`config.mk`:
```
export PLATFORM = sky130hd
export DESIGN_NAME = bip_control_unit
export DESIGN_NICKNAME = d
export VERILOG_FILES = /design/src/rtl/bip_control_unit.sv
export SDC_FILE = /design/constraint.sdc
export NUM_CORES = 1
export LEC_CHECK = 0
export ABC_AREA = 1
export BUFFER_PORTS_ARGS = -buffer_cell sky130_fd_sc_hd__buf_2
export CORE_MARGIN = 4
export CORE_UTILIZATION = 35
export CTS_CLUSTER_DIAMETER = 150
export DETAILED_ROUTE_END_ITERATION = 8
export PLACE_DENSITY = 0.62
export SYNTH_ARGS = -nofsm -noshare
export SYNTH_HDL_FRONTEND = slang
export SYNTH_SLANG_ARGS = --single-unit
```
`constraint.sdc`:
```
create_clock -name clk -period 1.6 [get_ports clk]
set_input_delay 0.48 -clock clk [delete_from_list [all_inputs] [get_ports clk]]
set_output_delay 0.48 -clock clk [all_outputs]
set_load 0.03 [all_outputs]
```
`src/rtl/bip_control_unit.sv`:
```
// BIP-I multi-cycle control unit.
// The unit sequences fetch, decode, an optional data-RAM read and execute for
// each instruction. It drives the PC load strobe, the accumulator and ALU
// muxes, and the data-RAM strobes, and it stops on HLT.
//
// state  | meaning
// -------+-----------------------------------------------------------
// IDLE   | waiting for start_bip
// FETCH  | program ROM is reading pc_addr
// DECODE | ROM word is valid on instruction and is latched into IR
// MEMRD  | data-RAM read of the IR operand (LD/ADD/SUB only)
// EXEC   | retire: WrPC plus per-opcode accumulator/RAM strobes
// HALT   | absorbing stop state after HLT
module bip_control_unit #(
   parameter int AB  = 11,
   parameter int OPW = 5,
   parameter int CW  = 16
) (
   input  logic              clk,
   input  logic              rst_n,
   input  logic              start_bip,
   input  logic [OPW+AB-1:0] instruction,
   input  logic [AB-1:0]     pc_addr,
   output logic [AB-1:0]     pc_next,
   output logic              WrPC,
   output logic [AB-1:0]     ram_addr,
   output logic              RdRam,
   output logic              WrRam,
   output logic [1:0]        SelA,
   output logic              SelB,
   output logic              Op,
   output logic              WrAcc,
   output logic              halted,
   output logic              illegal,
   output logic [CW-1:0]     instr_count
);

   localparam logic [OPW-1:0] OP_HLT  = OPW'(0);
   localparam logic [OPW-1:0] OP_STO  = OPW'(1);
   localparam logic [OPW-1:0] OP_LD   = OPW'(2);
   localparam logic [OPW-1:0] OP_LDI  = OPW'(3);
   localparam logic [OPW-1:0] OP_ADD  = OPW'(4);
   localparam logic [OPW-1:0] OP_ADDI = OPW'(5);
   localparam logic [OPW-1:0] OP_SUB  = OPW'(6);
   localparam logic [OPW-1:0] OP_SUBI = OPW'(7);

   typedef enum logic [2:0] {
      S_IDLE,
      S_FETCH,
      S_DECODE,
      S_MEMRD,
      S_EXEC,
      S_HALT
   } state_t;

   state_t              state, state_nxt;
   logic [OPW+AB-1:0]   ir;
   logic [OPW-1:0]      ir_op;
   logic [OPW-1:0]      in_op;

   assign ir_op    = ir[OPW+AB-1:AB];
   assign in_op    = instruction[OPW+AB-1:AB];
   assign ram_addr = ir[AB-1:0];
   assign halted   = (state == S_HALT);
   assign pc_next  = pc_addr + {{(AB-1){1'b0}}, 1'b1};

   // State register; reset aborts any instruction in flight.
   always_ff @(posedge clk or negedge rst_n) begin
      if (!rst_n) state <= S_IDLE;
      else        state <= state_nxt;
   end

   // Instruction register, loaded once per instruction in DECODE.
   always_ff @(posedge clk or negedge rst_n) begin
      if (!rst_n)                 ir <= '0;
      else if (state == S_DECODE) ir <= instruction;
   end

   // Retire bookkeeping: count every executed instruction, flag undefined opcodes.
   always_ff @(posedge clk or negedge rst_n) begin
      if (!rst_n) begin
         instr_count <= '0;
         illegal     <= 1'b0;
      end else if (state == S_EXEC) begin
         instr_count <= instr_count + CW'(1);
         if (ir_op > OP_SUBI) illegal <= 1'b1;
      end
   end

   // Next state and strobes; strobes decode from state and IR only, never from instruction.
   always_comb begin
      state_nxt = state;
      WrPC      = 1'b0;
      RdRam     = 1'b0;
      WrRam     = 1'b0;
      SelA      = 2'd0;
      SelB      = 1'b0;
      Op        = 1'b0;
      WrAcc     = 1'b0;
      case (state)
         S_IDLE:   if (start_bip) state_nxt = S_FETCH;
         S_FETCH:  state_nxt = S_DECODE;
         S_DECODE: begin
            if (in_op == OP_HLT)
               state_nxt = S_HALT;
            else if (in_op == OP_LD || in_op == OP_ADD || in_op == OP_SUB)
               state_nxt = S_MEMRD;
            else
               state_nxt = S_EXEC;
         end
         S_MEMRD: begin
            RdRam     = 1'b1;
            state_nxt = S_EXEC;
         end
         S_EXEC: begin
            WrPC      = 1'b1;
            state_nxt = S_FETCH;
            case (ir_op)
               OP_STO:  WrRam = 1'b1;
               OP_LD:   begin WrAcc = 1'b1; SelA = 2'd2; end
               OP_LDI:  begin WrAcc = 1'b1; SelA = 2'd1; end
               OP_ADD:  WrAcc = 1'b1;
               OP_ADDI: begin WrAcc = 1'b1; SelB = 1'b1; end
               OP_SUB:  begin WrAcc = 1'b1; Op = 1'b1; end
               OP_SUBI: begin WrAcc = 1'b1; SelB = 1'b1; Op = 1'b1; end
               default: ;
            endcase
         end
         S_HALT:   state_nxt = S_HALT;
         default:  state_nxt = S_IDLE;
      endcase
   end

endmodule

```
==> results by group <==
Synthesis
  – Post-synth EDFFs: 0
  – Prevailing post-synth register cell: dfrtp_1
  – Leading area contributor after synthesis: dfrtp_1
  – Ys async rst share: 1.00
  – Synth Register Bits: 36
  – Register area share after synthesis: 0.455
  – Synth area leaders: dfrtp_1 (45%), nand2_1 (15%), inv_1 (4.7%)
  – Syn Inst Count: 249
  – Synthesized cell area: 1980 um2
  – Count leader, synth: nand2_1
  – Yosys top cell area share: 0.455
  – Most frequent cells after synthesis: nand2_1 (78), dfrtp_1 (36), inv_1 (25), nor2_1 (25), nand3_1 (15)
  – Post-Syn Nets: 281
  – Syn avg cell area: between 7 and 8 um2
  – Synth Warn #: 0
  – Unique masters post-synth: 28

GRT
  – Initial antenna violation count: 0
  – All-Layer GR Usage: 0.153
  – Grt ovf: 0
  – Global-route wire length before repair: 8810 um
  – Largest net degree at the start of global routing: 37
  – Vias in the first global route: 1883

STA
  – RSZ-0062 raised after global routing: yes
  – Setup TNS: -3.37 ns
  – Tmin final: 1.92 ns
  – Tcrit/Tclk final: 1.20
  – Final setup margin: -0.316 ns
  – Worst slew pin tran: 0.340 ns
  – Final number of max-transition violations: 0
  – Max-slew headroom: 0.773
  – Hold Vio Cnt, Final: 0
  – Final setup skew: around 0.0048 ns
  – Final setup viols: 17
  – Max Clk Rate: approximately 520 MHz

Status
  – Violated checks: negative setup slack
  – Status: finished, violations left

Routing
  – DRC viols: 0
  – Antenna viol nets, final: 0
  – Initial DRC Count: 56
  – Wirelength per Cell: 11.9 um
  – DR vias/cell: 4.46
  – Via Count: ~1900
  – Pre-antenna DRT Iters: 4
  – Routed WL: roughly 5000 um

Worst setup path
  – CP Launch Point: state[1]
  – Worst setup EP type: primary output
  – WP data required: 1.12 ns
  – Critical path depth in cells: 7
  – Slowest Stage Delay on Critical Path: between 0.3 and 0.4 ns
  – Reg2reg setup slack: 0.20 ns
  – WP buf/inv: 3
  – Cell family with most CP delay: simple AND/OR/NAND/NOR gates
  – R2r startpoint: state[2]
  – CP cell instances: inv_2 -> nand2_4 -> nor2_4 -> buf_4 -> nand3_4 -> nor2_4 -> buf_6
  – CP Launch Type: flip-flop
  – CP max stage cell: dfrtp_1
  – Path depth of the worst reg2reg path: 7
  – Crit path arrival time: 1.44 ns
  – Critical-path maximum fanout: 4
  – FF-to-FF End: state[0]
  – Most Frequent Cell on Critical Path: nor2_4
  – Critical path endpoint: SelB
  – Crit Path Class: reg -> out

Pwr
  – Static leakage: 0.00169 uW
  – VDD IR max: 1030 uV
  – Pwr dens: 1320 nW/um2
  – Overall power: ~4300 uW

Clock network
  – Clk sink count: 36
  – CTS tree: yes
  – Worst-Skew Late Latency: 0.28 ns
  – Inserted Clock Buffers: 5
  – Root Driver: clkbuf_8
  – Clk slew on worst S/H paths: 0.07 ns
  – CTS H-tree depth: 2
  – Max clock buf depth: 2

Die
  – Die ar.: a little under 7000 um2
  – Initial core utilization: 0.360
  – Die X-Extent: 83.3 um
  – Die height: 83.3 um
  – Core box area: 5510 um2
  – # IOs: 78
  – Cell Rows: 27

Placed design
  – # placed instances: 407
  – Pre-CTS worst setup slack: -0.446 ns
  – Final GP Congestion: 0.875
  – DP Wirelength: 3670 um
  – Number of buffers added on ports: a little under 80

Cells and area
  – Multi-input gate area: 1170 um2
  – Area Growth Syn to Fin: 62.7%
  – Layout filler cell count: 500
  – Final std cells w/o fill: 422
  – Share of layout cells above drive strength 1: 0.480
  – Reg area: 901 um2
  – Antenna Cells: 0
  – Nets: between 300 and 400

Run
  – Max-cap violation count: 0

Min path
  – Hold Path Class: in -> async
cells in the final DEF, fill, tap and decap left out, types with 3 or more instances in the layout:
cell and count:
buf_12 3, buf_2 54, buf_4 20, buf_6 25, buf_8 5, clkbuf_8 5, dfrtp_1 36, inv_1 22
inv_4 4, nand2_1 70, nand2_2 3, nand2_4 8, nand3_1 11, nand3_2 3, nand3_4 3, nand4_1 5
nor2_1 12, nor2_2 6, nor2_4 13, o21ai_1 6, xnor2_1 3, xor2_1 7
metrics by stage:
| stage | instance area [um2] | hold WS [ns] | utilization |
|---|---|---|---|
| 6_report | 3220 | 0.148 | 0.586 |
| 5_1_grt | 3220 | 0.150 | 0.586 |
| 4_1_cts | 3100 | 0.148 | 0.563 |
| 3_5_place_dp | 2720 | 0.460 | 0.494 |
| 3_3_place_gp | 2720 | 0.457 | 0.494 |
| 2_1_floorplan | 2160 | 0.184 | - |
area by class of cell:
cell class	instances	share of cell area
inverter	28	0.0357
tap	72	0.0279
clock inverter	2	0.0109
multi-input combinational	171	0.364
timing repair buffer	107	0.260
clock buffer	6	0.0225
sequential	36	0.279
flip-flops by register name, summed over array words and instances, names as in the netlist:
name,count
illegal,1
instr_count,16
ir,16
state,3
worst min path at each step:
stage | startpoint | end | slack [ns]
finish | rst_n | ir[1] | 0.15
global route | rst_n | ir[11] | 0.15
CTS | rst_n | ir[1] | 0.15
detailed placement | rst_n | ir[0] | 0.46
global placement | rst_n | ir[1] | 0.46
floorplan | rst_n | illegal | 0.18
report_power, final:
part / internal, uW / total (uW) / switching (uW)
combinational: 745 / 2050 / 1300
clock: 463 / 786 / 323
sequential: 1200 / 1430 / 228
per-layer routing:
metal | GRT usage | up-vias | wire [um] | part of all wire
met5 | 0 | - | 0 | 0
met4 | 0.0446 | 0 | 52 | 0.010
met3 | 0.0357 | 4 | 218 | 0.043
met2 | 0.261 | 41 | 2680 | 0.53
met1 | 0.191 | 866 | 2080 | 0.41
li1 | - | 971 | - | -
worst register-to-register path, delay by kind of cell (launching register included):
family / cells / cell delay [ns]
AO/OA/AOI/OAI: 1 / 0.14
buffers and inverters: 4 / 0.57
flip-flops: 1 / 0.42
AND/OR/NAND/NOR: 2 / 0.21
kinds of logic (layout without fill, tap and decap cells):
family | after synthesis | after routing | synth area share
buffers and inverters | 42 | 143 | 0.105
XOR/XNOR | 14 | 14 | 0.0619
AO/OA/AOI/OAI | 13 | 13 | 0.0354
AND/OR/NAND/NOR | 142 | 142 | 0.330
adder cells (fa/ha/maj) | 2 | 2 | 0.0126
flip-flops | 36 | 36 | 0.455
timing repair:
item	in CTS	in global routing
buffers inserted	6	6
hold endpoints to repair	0	0
setup endpoints to repair	18	18
pin swaps	22	16
hold buffers	0	0
resized for setup	67	25
Power figures use the tool's default switching activity.
